### src/rtl/fpu_tag_tracker_pkg.sv
// rtl/fpu_tag_tracker_pkg.sv - shared types, widths and helpers for the FPU tag tracker
package fpu_tag_tracker_pkg;

    typedef struct packed {
        logic nv;
        logic dz;
        logic ovf;
        logic uf;
        logic nx;
    } fflags_t;

    localparam int FPU_TRACKER_FFLAGS_W = $bits(fflags_t);

    // Never returns zero so single-entry or single-warp builds keep 1-bit fields.
    function automatic int log2up(input int n);
        return (n > 1) ? $clog2(n) : 1;
    endfunction

endpackage

### src/rtl/fpu_tag_tracker_if.sv
// rtl/fpu_tag_tracker_if.sv - dispatch, completion, response, CSR and occupancy bundle
interface fpu_tag_tracker_if
    import fpu_tag_tracker_pkg::*;
#(
    parameter int DATAW     = 64,
    parameter int SIZE      = 8,
    parameter int NUM_WARPS = 4
);
    localparam int TAG_WIDTH = log2up(SIZE);
    localparam int NW_WIDTH  = log2up(NUM_WARPS);
    localparam int CNT_WIDTH = $clog2(SIZE + 1);

    logic                 req_valid;
    logic                 req_ready;
    logic [DATAW-1:0]     req_data;
    logic [NW_WIDTH-1:0]  req_wid;
    logic                 req_sop;
    logic                 req_eop;
    logic [TAG_WIDTH-1:0] req_tag;

    logic                 cpl_valid;
    logic                 cpl_ready;
    logic [TAG_WIDTH-1:0] cpl_tag;
    fflags_t              cpl_fflags;
    logic                 cpl_has_fflags;

    logic                 rsp_valid;
    logic                 rsp_ready;
    logic [DATAW-1:0]     rsp_data;
    logic [NW_WIDTH-1:0]  rsp_wid;
    logic                 rsp_sop;
    logic                 rsp_eop;

    logic                 csr_we;
    logic [NW_WIDTH-1:0]  csr_wid;
    fflags_t              csr_fflags;

    logic [CNT_WIDTH-1:0] count;
    logic                 full;
    logic                 empty;

    modport master (
        output req_valid, req_data, req_wid, req_sop, req_eop,
        input  req_ready, req_tag,
        output cpl_valid, cpl_tag, cpl_fflags, cpl_has_fflags,
        input  cpl_ready,
        input  rsp_valid, rsp_data, rsp_wid, rsp_sop, rsp_eop,
        output rsp_ready,
        input  csr_we, csr_wid, csr_fflags, count, full, empty
    );

    modport slave (
        input  req_valid, req_data, req_wid, req_sop, req_eop,
        output req_ready, req_tag,
        input  cpl_valid, cpl_tag, cpl_fflags, cpl_has_fflags,
        output cpl_ready,
        output rsp_valid, rsp_data, rsp_wid, rsp_sop, rsp_eop,
        input  rsp_ready,
        output csr_we, csr_wid, csr_fflags, count, full, empty
    );

endinterface

### src/rtl/fpu_tag_free_list.sv
// rtl/fpu_tag_free_list.sv - busy mask, lowest-free tag encoder and occupancy counter
module fpu_tag_free_list
    import fpu_tag_tracker_pkg::*;
#(
    parameter int SIZE      = 8,
    parameter int TAG_WIDTH = log2up(SIZE),
    parameter int CNT_WIDTH = $clog2(SIZE + 1)
) (
    input  logic                 clk,
    input  logic                 reset_n,
    input  logic                 alloc,
    input  logic                 rel,
    input  logic [TAG_WIDTH-1:0] rel_idx,
    output logic [TAG_WIDTH-1:0] alloc_idx,
    output logic [SIZE-1:0]      busy,
    output logic [CNT_WIDTH-1:0] count,
    output logic                 full,
    output logic                 empty
);

    logic [SIZE-1:0]      busy_q, busy_d;
    logic [CNT_WIDTH-1:0] count_q, count_d;

    // Scanning downward lets the last hit win, which is the lowest free index.
    always_comb begin
        alloc_idx = '0;
        for (int i = SIZE - 1; i >= 0; i--) begin
            if (!busy_q[i]) alloc_idx = TAG_WIDTH'(i);
        end
    end

    always_comb begin
        busy_d  = busy_q;
        count_d = count_q;
        if (alloc) busy_d[alloc_idx] = 1'b1;
        if (rel)   busy_d[rel_idx]   = 1'b0;
        if (alloc && !rel)      count_d = count_q + CNT_WIDTH'(1);
        else if (rel && !alloc) count_d = count_q - CNT_WIDTH'(1);
    end

    always_ff @(posedge clk or negedge reset_n) begin
        if (!reset_n) begin
            busy_q  <= '0;
            count_q <= '0;
        end else begin
            busy_q  <= busy_d;
            count_q <= count_d;
        end
    end

    assign busy  = busy_q;
    assign count = count_q;
    assign full  = (count_q == CNT_WIDTH'(SIZE));
    assign empty = (count_q == '0);

endmodule

### src/rtl/fpu_tag_tracker.sv
// rtl/fpu_tag_tracker.sv - FPU tag/metadata store with per-warp fflags accumulation
// FPU_TRACKER_INORDER_EN: release responses in allocation order via an order FIFO.
module fpu_tag_tracker
    import fpu_tag_tracker_pkg::*;
#(
    parameter int DATAW     = 64,
    parameter int SIZE      = 8,
    parameter int NUM_WARPS = 4
) (
    input  logic              clk,
    input  logic              reset_n,
    fpu_tag_tracker_if.slave  bus
);

    localparam int TAG_WIDTH = log2up(SIZE);
    localparam int NW_WIDTH  = log2up(NUM_WARPS);
    localparam int CNT_WIDTH = $clog2(SIZE + 1);
    localparam int FW        = FPU_TRACKER_FFLAGS_W;

    logic [TAG_WIDTH-1:0] alloc_idx;
    logic [SIZE-1:0]      busy;
    logic                 full;
    logic                 alloc_fire;
    logic                 rel_fire;
    logic                 rsp_valid;
    logic                 cpl_ready;
    logic [TAG_WIDTH-1:0] rel_tag;
    logic [FW-1:0]        eff_flags;
    logic                 eff_has;

    assign alloc_fire = bus.req_valid & ~full;
    assign rel_fire   = rsp_valid & bus.rsp_ready;

    fpu_tag_free_list #(
        .SIZE      (SIZE),
        .TAG_WIDTH (TAG_WIDTH),
        .CNT_WIDTH (CNT_WIDTH)
    ) u_free_list (
        .clk       (clk),
        .reset_n   (reset_n),
        .alloc     (alloc_fire),
        .rel       (rel_fire),
        .rel_idx   (rel_tag),
        .alloc_idx (alloc_idx),
        .busy      (busy),
        .count     (bus.count),
        .full      (full),
        .empty     (bus.empty)
    );

    assign bus.full      = full;
    assign bus.req_ready = ~full;
    assign bus.req_tag   = alloc_idx;

    logic [DATAW-1:0]    data_q [SIZE];
    logic [DATAW-1:0]    data_d [SIZE];
    logic [NW_WIDTH-1:0] wid_q  [SIZE];
    logic [NW_WIDTH-1:0] wid_d  [SIZE];
    logic [SIZE-1:0]     sop_q, sop_d, eop_q, eop_d;

    always_comb begin
        data_d = data_q;
        wid_d  = wid_q;
        sop_d  = sop_q;
        eop_d  = eop_q;
        if (alloc_fire) begin
            data_d[alloc_idx] = bus.req_data;
            wid_d[alloc_idx]  = bus.req_wid;
            sop_d[alloc_idx]  = bus.req_sop;
            eop_d[alloc_idx]  = bus.req_eop;
        end
    end

    always_ff @(posedge clk or negedge reset_n) begin
        if (!reset_n) begin
            for (int i = 0; i < SIZE; i++) begin
                data_q[i] <= '0;
                wid_q[i]  <= '0;
            end
            sop_q <= '0;
            eop_q <= '0;
        end else begin
            data_q <= data_d;
            wid_q  <= wid_d;
            sop_q  <= sop_d;
            eop_q  <= eop_d;
        end
    end

`ifdef FPU_TRACKER_INORDER_EN
    logic [TAG_WIDTH-1:0] ord_q [SIZE];
    logic [TAG_WIDTH-1:0] ord_d [SIZE];
    logic [TAG_WIDTH-1:0] head_q, head_d, tail_q, tail_d;
    logic [SIZE-1:0]      done_q, done_d, thas_q, thas_d;
    logic [FW-1:0]        tflags_q [SIZE];
    logic [FW-1:0]        tflags_d [SIZE];

    assign cpl_ready = 1'b1;
    assign rel_tag   = ord_q[head_q];
    assign rsp_valid = done_q[rel_tag];
    assign eff_has   = thas_q[rel_tag];
    assign eff_flags = thas_q[rel_tag] ? tflags_q[rel_tag] : '0;

    // Occupancy never exceeds SIZE, so the order FIFO cannot overflow.
    always_comb begin
        ord_d    = ord_q;
        head_d   = head_q;
        tail_d   = tail_q;
        done_d   = done_q;
        thas_d   = thas_q;
        tflags_d = tflags_q;
        if (alloc_fire) begin
            ord_d[tail_q] = alloc_idx;
            tail_d        = tail_q + TAG_WIDTH'(1);
        end
        if (rel_fire) begin
            head_d          = head_q + TAG_WIDTH'(1);
            done_d[rel_tag] = 1'b0;
        end
        if (bus.cpl_valid) begin
            done_d[bus.cpl_tag]   = 1'b1;
            thas_d[bus.cpl_tag]   = bus.cpl_has_fflags;
            tflags_d[bus.cpl_tag] = bus.cpl_fflags;
        end
    end

    always_ff @(posedge clk or negedge reset_n) begin
        if (!reset_n) begin
            for (int i = 0; i < SIZE; i++) begin
                ord_q[i]    <= '0;
                tflags_q[i] <= '0;
            end
            head_q <= '0;
            tail_q <= '0;
            done_q <= '0;
            thas_q <= '0;
        end else begin
            ord_q    <= ord_d;
            head_q   <= head_d;
            tail_q   <= tail_d;
            done_q   <= done_d;
            thas_q   <= thas_d;
            tflags_q <= tflags_d;
        end
    end

    a_cpl_not_done: assert property (@(posedge clk) disable iff (!reset_n)
        bus.cpl_valid |-> !done_q[bus.cpl_tag]);
`else
    assign cpl_ready = bus.rsp_ready;
    assign rel_tag   = bus.cpl_tag;
    assign rsp_valid = bus.cpl_valid;
    assign eff_has   = bus.cpl_has_fflags;
    assign eff_flags = bus.cpl_has_fflags ? bus.cpl_fflags : '0;
`endif

    a_cpl_busy: assert property (@(posedge clk) disable iff (!reset_n)
        (bus.cpl_valid && cpl_ready) |-> busy[bus.cpl_tag]);

    assign bus.cpl_ready = cpl_ready;
    assign bus.rsp_valid = rsp_valid;
    assign bus.rsp_data  = data_q[rel_tag];
    assign bus.rsp_wid   = wid_q[rel_tag];
    assign bus.rsp_sop   = sop_q[rel_tag];
    assign bus.rsp_eop   = eop_q[rel_tag];

    logic [FW-1:0]       acc_q [NUM_WARPS];
    logic [FW-1:0]       acc_d [NUM_WARPS];
    logic [NUM_WARPS-1:0] sticky_q, sticky_d;
    logic                csr_we_q, csr_we_d;
    logic [NW_WIDTH-1:0] csr_wid_q, csr_wid_d;
    logic [FW-1:0]       csr_fflags_q, csr_fflags_d;
    logic [NW_WIDTH-1:0] rel_wid;
    logic                rel_eop;

    assign rel_wid = wid_q[rel_tag];
    assign rel_eop = eop_q[rel_tag];

    // The eop packet folds its own flags into the CSR write and resets the warp.
    always_comb begin
        acc_d        = acc_q;
        sticky_d     = sticky_q;
        csr_we_d     = 1'b0;
        csr_wid_d    = csr_wid_q;
        csr_fflags_d = csr_fflags_q;
        if (rel_fire) begin
            if (rel_eop) begin
                acc_d[rel_wid]    = '0;
                sticky_d[rel_wid] = 1'b0;
                if (eff_has || sticky_q[rel_wid]) begin
                    csr_we_d     = 1'b1;
                    csr_wid_d    = rel_wid;
                    csr_fflags_d = acc_q[rel_wid] | eff_flags;
                end
            end else begin
                acc_d[rel_wid]    = acc_q[rel_wid] | eff_flags;
                sticky_d[rel_wid] = sticky_q[rel_wid] | eff_has;
            end
        end
    end

    always_ff @(posedge clk or negedge reset_n) begin
        if (!reset_n) begin
            for (int i = 0; i < NUM_WARPS; i++) acc_q[i] <= '0;
            sticky_q     <= '0;
            csr_we_q     <= 1'b0;
            csr_wid_q    <= '0;
            csr_fflags_q <= '0;
        end else begin
            acc_q        <= acc_d;
            sticky_q     <= sticky_d;
            csr_we_q     <= csr_we_d;
            csr_wid_q    <= csr_wid_d;
            csr_fflags_q <= csr_fflags_d;
        end
    end

    assign bus.csr_we     = csr_we_q;
    assign bus.csr_wid    = csr_wid_q;
    assign bus.csr_fflags = csr_fflags_q;

endmodule

### src/flat_wrapper.sv
// flat-port wrapper written by rule: the top's interface ports become plain ports
module fpu_tag_tracker_flat import fpu_tag_tracker_pkg::*;
#(
    parameter int DATAW     = 64,
    parameter int SIZE      = 8,
    parameter int NUM_WARPS = 4
)
  (clk, reset_n, bus_req_valid, bus_req_data, bus_req_wid, bus_req_sop, bus_req_eop, bus_req_ready, bus_req_tag, bus_cpl_valid, bus_cpl_tag, bus_cpl_fflags, bus_cpl_has_fflags, bus_cpl_ready, bus_rsp_valid, bus_rsp_data, bus_rsp_wid, bus_rsp_sop, bus_rsp_eop, bus_rsp_ready, bus_csr_we, bus_csr_wid, bus_csr_fflags, bus_count, bus_full, bus_empty);
  fpu_tag_tracker_if #(.DATAW(DATAW), .SIZE(SIZE), .NUM_WARPS(NUM_WARPS)) bus_i ();
  input  logic clk;
  input  logic reset_n;
  input wire logic [$bits(bus_i.req_valid)-1:0] bus_req_valid;
  input wire logic [$bits(bus_i.req_data)-1:0] bus_req_data;
  input wire logic [$bits(bus_i.req_wid)-1:0] bus_req_wid;
  input wire logic [$bits(bus_i.req_sop)-1:0] bus_req_sop;
  input wire logic [$bits(bus_i.req_eop)-1:0] bus_req_eop;
  output wire logic [$bits(bus_i.req_ready)-1:0] bus_req_ready;
  output wire logic [$bits(bus_i.req_tag)-1:0] bus_req_tag;
  input wire logic [$bits(bus_i.cpl_valid)-1:0] bus_cpl_valid;
  input wire logic [$bits(bus_i.cpl_tag)-1:0] bus_cpl_tag;
  input wire logic [$bits(bus_i.cpl_fflags)-1:0] bus_cpl_fflags;
  input wire logic [$bits(bus_i.cpl_has_fflags)-1:0] bus_cpl_has_fflags;
  output wire logic [$bits(bus_i.cpl_ready)-1:0] bus_cpl_ready;
  output wire logic [$bits(bus_i.rsp_valid)-1:0] bus_rsp_valid;
  output wire logic [$bits(bus_i.rsp_data)-1:0] bus_rsp_data;
  output wire logic [$bits(bus_i.rsp_wid)-1:0] bus_rsp_wid;
  output wire logic [$bits(bus_i.rsp_sop)-1:0] bus_rsp_sop;
  output wire logic [$bits(bus_i.rsp_eop)-1:0] bus_rsp_eop;
  input wire logic [$bits(bus_i.rsp_ready)-1:0] bus_rsp_ready;
  output wire logic [$bits(bus_i.csr_we)-1:0] bus_csr_we;
  output wire logic [$bits(bus_i.csr_wid)-1:0] bus_csr_wid;
  output wire logic [$bits(bus_i.csr_fflags)-1:0] bus_csr_fflags;
  output wire logic [$bits(bus_i.count)-1:0] bus_count;
  output wire logic [$bits(bus_i.full)-1:0] bus_full;
  output wire logic [$bits(bus_i.empty)-1:0] bus_empty;
  assign bus_i.req_valid = bus_req_valid;
  assign bus_i.req_data = bus_req_data;
  assign bus_i.req_wid = bus_req_wid;
  assign bus_i.req_sop = bus_req_sop;
  assign bus_i.req_eop = bus_req_eop;
  assign bus_req_ready = bus_i.req_ready;
  assign bus_req_tag = bus_i.req_tag;
  assign bus_i.cpl_valid = bus_cpl_valid;
  assign bus_i.cpl_tag = bus_cpl_tag;
  assign bus_i.cpl_fflags = bus_cpl_fflags;
  assign bus_i.cpl_has_fflags = bus_cpl_has_fflags;
  assign bus_cpl_ready = bus_i.cpl_ready;
  assign bus_rsp_valid = bus_i.rsp_valid;
  assign bus_rsp_data = bus_i.rsp_data;
  assign bus_rsp_wid = bus_i.rsp_wid;
  assign bus_rsp_sop = bus_i.rsp_sop;
  assign bus_rsp_eop = bus_i.rsp_eop;
  assign bus_i.rsp_ready = bus_rsp_ready;
  assign bus_csr_we = bus_i.csr_we;
  assign bus_csr_wid = bus_i.csr_wid;
  assign bus_csr_fflags = bus_i.csr_fflags;
  assign bus_count = bus_i.count;
  assign bus_full = bus_i.full;
  assign bus_empty = bus_i.empty;
  fpu_tag_tracker #(.DATAW(DATAW), .SIZE(SIZE), .NUM_WARPS(NUM_WARPS)) u_core (.clk(clk), .reset_n(reset_n), .bus(bus_i));
endmodule
### config.mk
export PLATFORM = sky130hd
export DESIGN_NAME = fpu_tag_tracker_flat
export DESIGN_NICKNAME = d
export VERILOG_FILES = /design/src/rtl/fpu_tag_tracker_pkg.sv /design/src/rtl/fpu_tag_tracker_if.sv /design/src/rtl/fpu_tag_free_list.sv /design/src/rtl/fpu_tag_tracker.sv /design/src/flat_wrapper.sv
export SDC_FILE = /design/constraint.sdc
export NUM_CORES = 1
export LEC_CHECK = 0
export BUFFER_PORTS_ARGS = -buffer_cell sky130_fd_sc_hd__buf_2
export CAP_MARGIN = 20
export CORE_MARGIN = 4
export CORE_UTILIZATION = 30
export DETAILED_ROUTE_END_ITERATION = 8
export HOLD_SLACK_MARGIN = 0.02
export PLACE_DENSITY_LB_ADDON = 0.05
export SLEW_MARGIN = 20
export SYNTH_ARGS = -nofsm -noshare
export SYNTH_HDL_FRONTEND = slang
export SYNTH_SLANG_ARGS = --single-unit
### constraint.sdc
create_clock -name clk -period 2.95 [get_ports clk]
set_input_delay 0.59 -clock clk [delete_from_list [all_inputs] [get_ports clk]]
set_output_delay 0.59 -clock clk [all_outputs]
set_load 0.02 [all_outputs]
# [Word-level counts from Yosys, hierarchy flattened]
# Index checks and enable logic that the tools add are counted.
[classes] n_bitwise=15 n_mux=51 n_reduce_logical=13 eq_ne=1 add_sub_neg=2 n_lt_le_gt_ge=11
[op_table] cell="$bwmux W512" n=1
[op_table] cell="$bmux W64 S3" n=1
[op_table] cell="$demux W64 S3" n=1
[op_table] cell="$mux W64" n=3
[op_table] cell="$mux W3" n=8
[op_table] cell="$and A20 B20 Y20" n=1
[op_table] cell="$bwmux W20" n=1
[op_table] cell="$mux W20" n=1
[op_table] cell="$mux W5" n=4
[op_table] cell="$not A20 Y20" n=1
[op_table] cell="$bwmux W16" n=1
[op_table] cell="$bwmux W8" n=2
[op_table] cell="$mux W8" n=2
[op_table] cell="$mux W4" n=3
[op_table] cell="$bmux W5 S2" n=1
[op_table] cell="$demux W5 S2" n=1
[op_table] cell="$mux W1" n=9
[op_table] cell="$and A8 B8 Y8" n=1
[op_table] cell="$ge A4 B4 Y1 const B" n=2
[op_table] cell="$lt A3 B4 Y1 const B" n=2
[op_table] cell="$not A3 Y4" n=2
[op_table] cell="$not A8 Y8" n=1
[op_table] cell="$or A8 B8 Y8" n=1
[op_table] cell="$logic_and A1 B1 Y1" n=7
[op_table] cell="other kinds (29)" n=36
[totals] out_inout_bits=88 wordCells=121 inputBits=82 ff_bits=588

# [Depth between registers and ports, before layout]
[logic_depth] word_depth=16 ltp_mapped=12 ltp_nobuf=12

# [Hierarchy]
# From an unflattened synthesis, not the netlist that was laid out.
[unflattened] hier_cells=1607 hier_area_um2=26263.9
[by_module_without_submodules] module="fpu_tag_tracker" cells_per_inst=1540 seq_area_each_um2=14413.8 area_each_um2=25614.6 n_inst=1
[by_module_without_submodules] module="fpu_tag_free_list" cells_per_inst=67 seq_area_each_um2=300.3 area_each_um2=649.4 n_inst=1

# [Worst setup path before layout]
# OpenSTA, ideal clock, no wires.
[synth_timing] path_kind="input-to-output" startpoint="in bus_cpl_tag[0]" endpoint="out bus_rsp_data[0]" cell_stages=6 required_ns=2.360 setup_slack_ns=-0.030 t_arrival_ns=2.390 path_buffers=4 cell_sequence="buf_6 buf_6 clkbuf_1 buf_2 mux4_2 mux2_2"
[synth_between] elab_chain_cells=4
[synth_rtl] item="start, declared" line="flat_wrapper.sv:20" text="input wire logic [$bits(bus_i.cpl_tag)-1:0] bus_cpl_tag;"
[synth_rtl] item="$not A3 Y4 (implied by the code)" line="fpu_tag_tracker.sv:162" text="assign bus.rsp_data = data_q[rel_tag];"
[synth_rtl] item="$bmux W64 S3" line="fpu_tag_tracker.sv:162"
[synth_rtl] item="$mux W64 (implied by the code) (2 in series)" line="fpu_tag_tracker.sv:162"
[synth_rtl] item="end, declared" line="flat_wrapper.sv:25" text="output wire logic [$bits(bus_i.rsp_data)-1:0] bus_rsp_data;"
# Every way passes these cells. The select of a mux whose other input is x is not followed.

# [Final worst setup path]
[layout_timing] startpoint="reg u_core.wid_q[3] in the netlist's numbering" endpoint="out bus_rsp_wid[1]"
[layout_between] elab_chain_cells=3
[layout_rtl] item="start, declared" line="fpu_tag_tracker.sv:57" text="logic [NW_WIDTH-1:0] wid_q [SIZE];"
[layout_rtl] item="start signal, assigned" line="fpu_tag_tracker.sv:84" text="wid_q <= wid_d;"
[layout_rtl] item="$bmux W2 S3" line="fpu_tag_tracker.sv:163" text="assign bus.rsp_wid = wid_q[rel_tag];"
[layout_rtl] item="$mux W2 (implied by the code) (2 in series)" line="fpu_tag_tracker.sv:163"
[layout_rtl] item="end, declared" line="flat_wrapper.sv:26" text="output wire logic [$bits(bus_i.rsp_wid)-1:0] bus_rsp_wid;"
# Every way passes these cells. The select of a mux whose other input is x is not followed.

==> out/results.ini <==
[power_and_ir_drop]
finalPower_w = 0.0342
pwr_density_cell_nw_per_um2 = 1080
switching_share = 0.300
power.share.combinational = 0.333
pwr-share-clk = 0.258
ir_drop_mv = 0.534
total_leakage_power_nw = 13.4
power_frac_seq = 0.409
p_int_w = 0.0239
switchingPower_w = 0.0103

[logic_synthesis]
synthTopCellsByCount = dfrtp_1, mux2_2, mux4_2
ys_top_cells_by_area = dfrtp_1, mux2_2, mux4_2
ys_seq_area_frac = 0.562
yosysMostFrequentCell = dfrtp_1
syn_nets = 1681
synth_warnings = 0
synthFlopType = dfrtp_1
yosys_register_bits = 588
synth_top_area_frac = 0.562
synthDistinctLibCells = 43
synth_area_per_cell_um2 = 16.4
yosysTopAreaCell = dfrtp_1
synth_area_um2 = 26200
synthesis.instances = 1595
synthArstFlopShare = 1.00
synth-edff-count = 0

[sta]
skew_ns = 0.0209
report.final.hold_viol_count = 0
tightest_slew_ns = 0.718
setup_ws_ns = 0.167
final_max_slew_viol_count = 0
hold_ws_ns = 0.306
relSlewSlack = 0.522
finalCriticalPeriod_ns = 2.78
setup_viol = 0
max_freq_ghz = 0.359
min_period_over_period = 0.943
grt_setup_unrepaired = false

[route]
via_per_inst = 4.88
drc = 0
vias = 14800
routed_wl_um = 69900
final_antenna_net_count = 0
drt-initial-drc-count = 553
first_pass_iters = 4
wl_per_cell_um = 23.1

[die]
die_h_um = 304
fp-row-count = 108
ios = 170
initial_core_util = 0.302
die_area_um2 = 92100
die_width_um = 304
core_area_um2 = 86800

[hold_path]
min_path_type = in2reg

[place]
portBuffers = 169
place_ws_ns = 0.155
gp_congestion = 0.692
place_inst = 2900
hpwl_um = 41500

[grt]
grt_pass1_wl_um = 107000
first_global_vias = 16400
grt_max_degree = 68
grt.overflow.total = 0
antenna_found_initial = 9
grt_util_all_layers = 0.154

[clock_network]
htree_levels = 3
cts.clk_slew.worst_paths_ns = 0.06
root_buffer = clkbuf_16
numClockSinks = 588
postCtsHoldBufs = 1
clock_path_buffers = 3
cts_buffers = 72
cts_tree = yes
insertion_delay_ns = 0.60
cts_setup_buffers = 0
cts_resized = 0

[setup_path]
arrival_ns = 2.19
required_ns = 2.36
slowest_delay_ns = 0.67
reg2reg_to = u_core.data_q[235]$_DFFE_PN0P_
r2r_start = u_core.u_free_list.count[0]$_DFFE_PN0P_
cp-start-kind = register
crit_family = multiplexers
path_buf_inv = 3
cp_slowest_cell = mux4_2
crit_path_end_kind = output port
endpoint = bus_rsp_wid[1]
r2r_cells = 9
crit_path_start = u_core.wid_q[3]$_DFFE_PN0P_
critPathKind = reg2out
r2r_setup_slack_ns = 0.48
cp_cell_sequence = mux2i_1 > mux4_2 > buf_4 > inv_2 > buf_2
crit_cells = 5
path_max_fanout = 10

[layout]
area_growth_pct = 20.7
final_cells = 3028
layout-drive-gt1-share = 0.594
finish.net_count = 1906
final_core_util = 0.364

[job]
drv_cap = 0

[outcome]
status = completed

kinds of logic after synthesis:
group | Yosys count | share of synthesized area
adders and majority gates | 4 | 0.00220
and+or+nand+nor | 79 | 0.0151
xor gates and xnor gates | 4 | 0.00134
buffers and inverters | 109 | 0.0194
AOI/OAI and AO/OA | 49 | 0.0126
DFF | 588 | 0.562
muxes | 762 | 0.388
cell type report:
type	instances	area, um2
fill	8195	55100
sequential	588	14700
multi-input combinational	898	11000
clock buffer	104	2130
timing repair buffer	251	2040
tap	1155	1450
clock inverter	20	211
inverter	9	33.8
antenna	3	7.51
layout by cell type (no fill, tap or decap), types with 10 or more instances in the layout:
cell type and instances:
clkbuf_1 15, clkbuf_16 75, clkinv_2 13, dfrtp_1 588
mux2_1 37, clkbuf_8 14, nor2_1 10, o21ai_1 21
mux2_2 577, buf_12 44, buf_4 38, nand2_1 31
buf_2 165, mux4_2 140
metal layers:
layer  track usage  share of wire
met1         0.211           0.46
met3        0.0286          0.038
met4        0.0433          0.022
met2         0.251           0.48
met5             0        0.00082
worst reg2reg max path, delay by kind of cell, from the launching register on:
| kind | cells | cell delay (ns) |
|---|---|---|
| mux | 1 | 0.37 |
| buf+inv | 2 | 0.30 |
| flops | 1 | 0.47 |
| simple gates | 6 | 1.20 |
how the worst min path moves through the flow:
stage	end	startpoint	depth (start not counted)
5_1_grt	u_core.acc_q[19]$_DFFE_PN0P_	bus_cpl_fflags[4]	3
3_5_place_dp	u_core.acc_q[12]$_DFFE_PN0P_	u_core.acc_q[12]$_DFFE_PN0P_	2
6_report	u_core.acc_q[19]$_DFFE_PN0P_	bus_cpl_fflags[4]	3
2_1_floorplan	u_core.acc_q[0]$_DFFE_PN0P_	reset_n	0
4_1_cts	u_core.acc_q[19]$_DFFE_PN0P_	bus_cpl_fflags[4]	3
3_3_place_gp	u_core.acc_q[13]$_DFFE_PN0P_	u_core.acc_q[13]$_DFFE_PN0P_	2
stage by stage:
| step | setup TNS [ns] | cell area [um2] |
|---|---|---|
| 5_1_grt | 0 | 31600 |
| 2_1_floorplan | -1.77 | 26200 |
| 3_3_place_gp | 0 | 29300 |
| 3_5_place_dp | 0 | 29300 |
| 4_1_cts | 0 | 31600 |
| 6_report | 0 | 31600 |
sequential cells by signal (all words and copies together), names as in the netlist, 2 cells and up:
register                  count
u_core.u_free_list.busy       8
u_core.data_q               512
u_core.sop_q                  8
u_core.u_free_list.count      4
u_core.wid_q                 16
u_core.sticky_q               4
u_core.acc_q                 20
u_core.bus.csr_fflags         5
u_core.bus.csr_wid            2
u_core.eop_q                  8
power groups by stage:
stage                     combinational [W]  sequential [W]  clock (W)
after floorplan                     0.00842          0.0135          0
after global placement               0.0114          0.0140          0
after detailed placement             0.0117          0.0141          0
after CTS                            0.0117          0.0140    0.00916
after global routing                 0.0124          0.0144    0.00947
final                                0.0114          0.0140    0.00882
No activity file was read; power rests on OpenSTA's default activity.
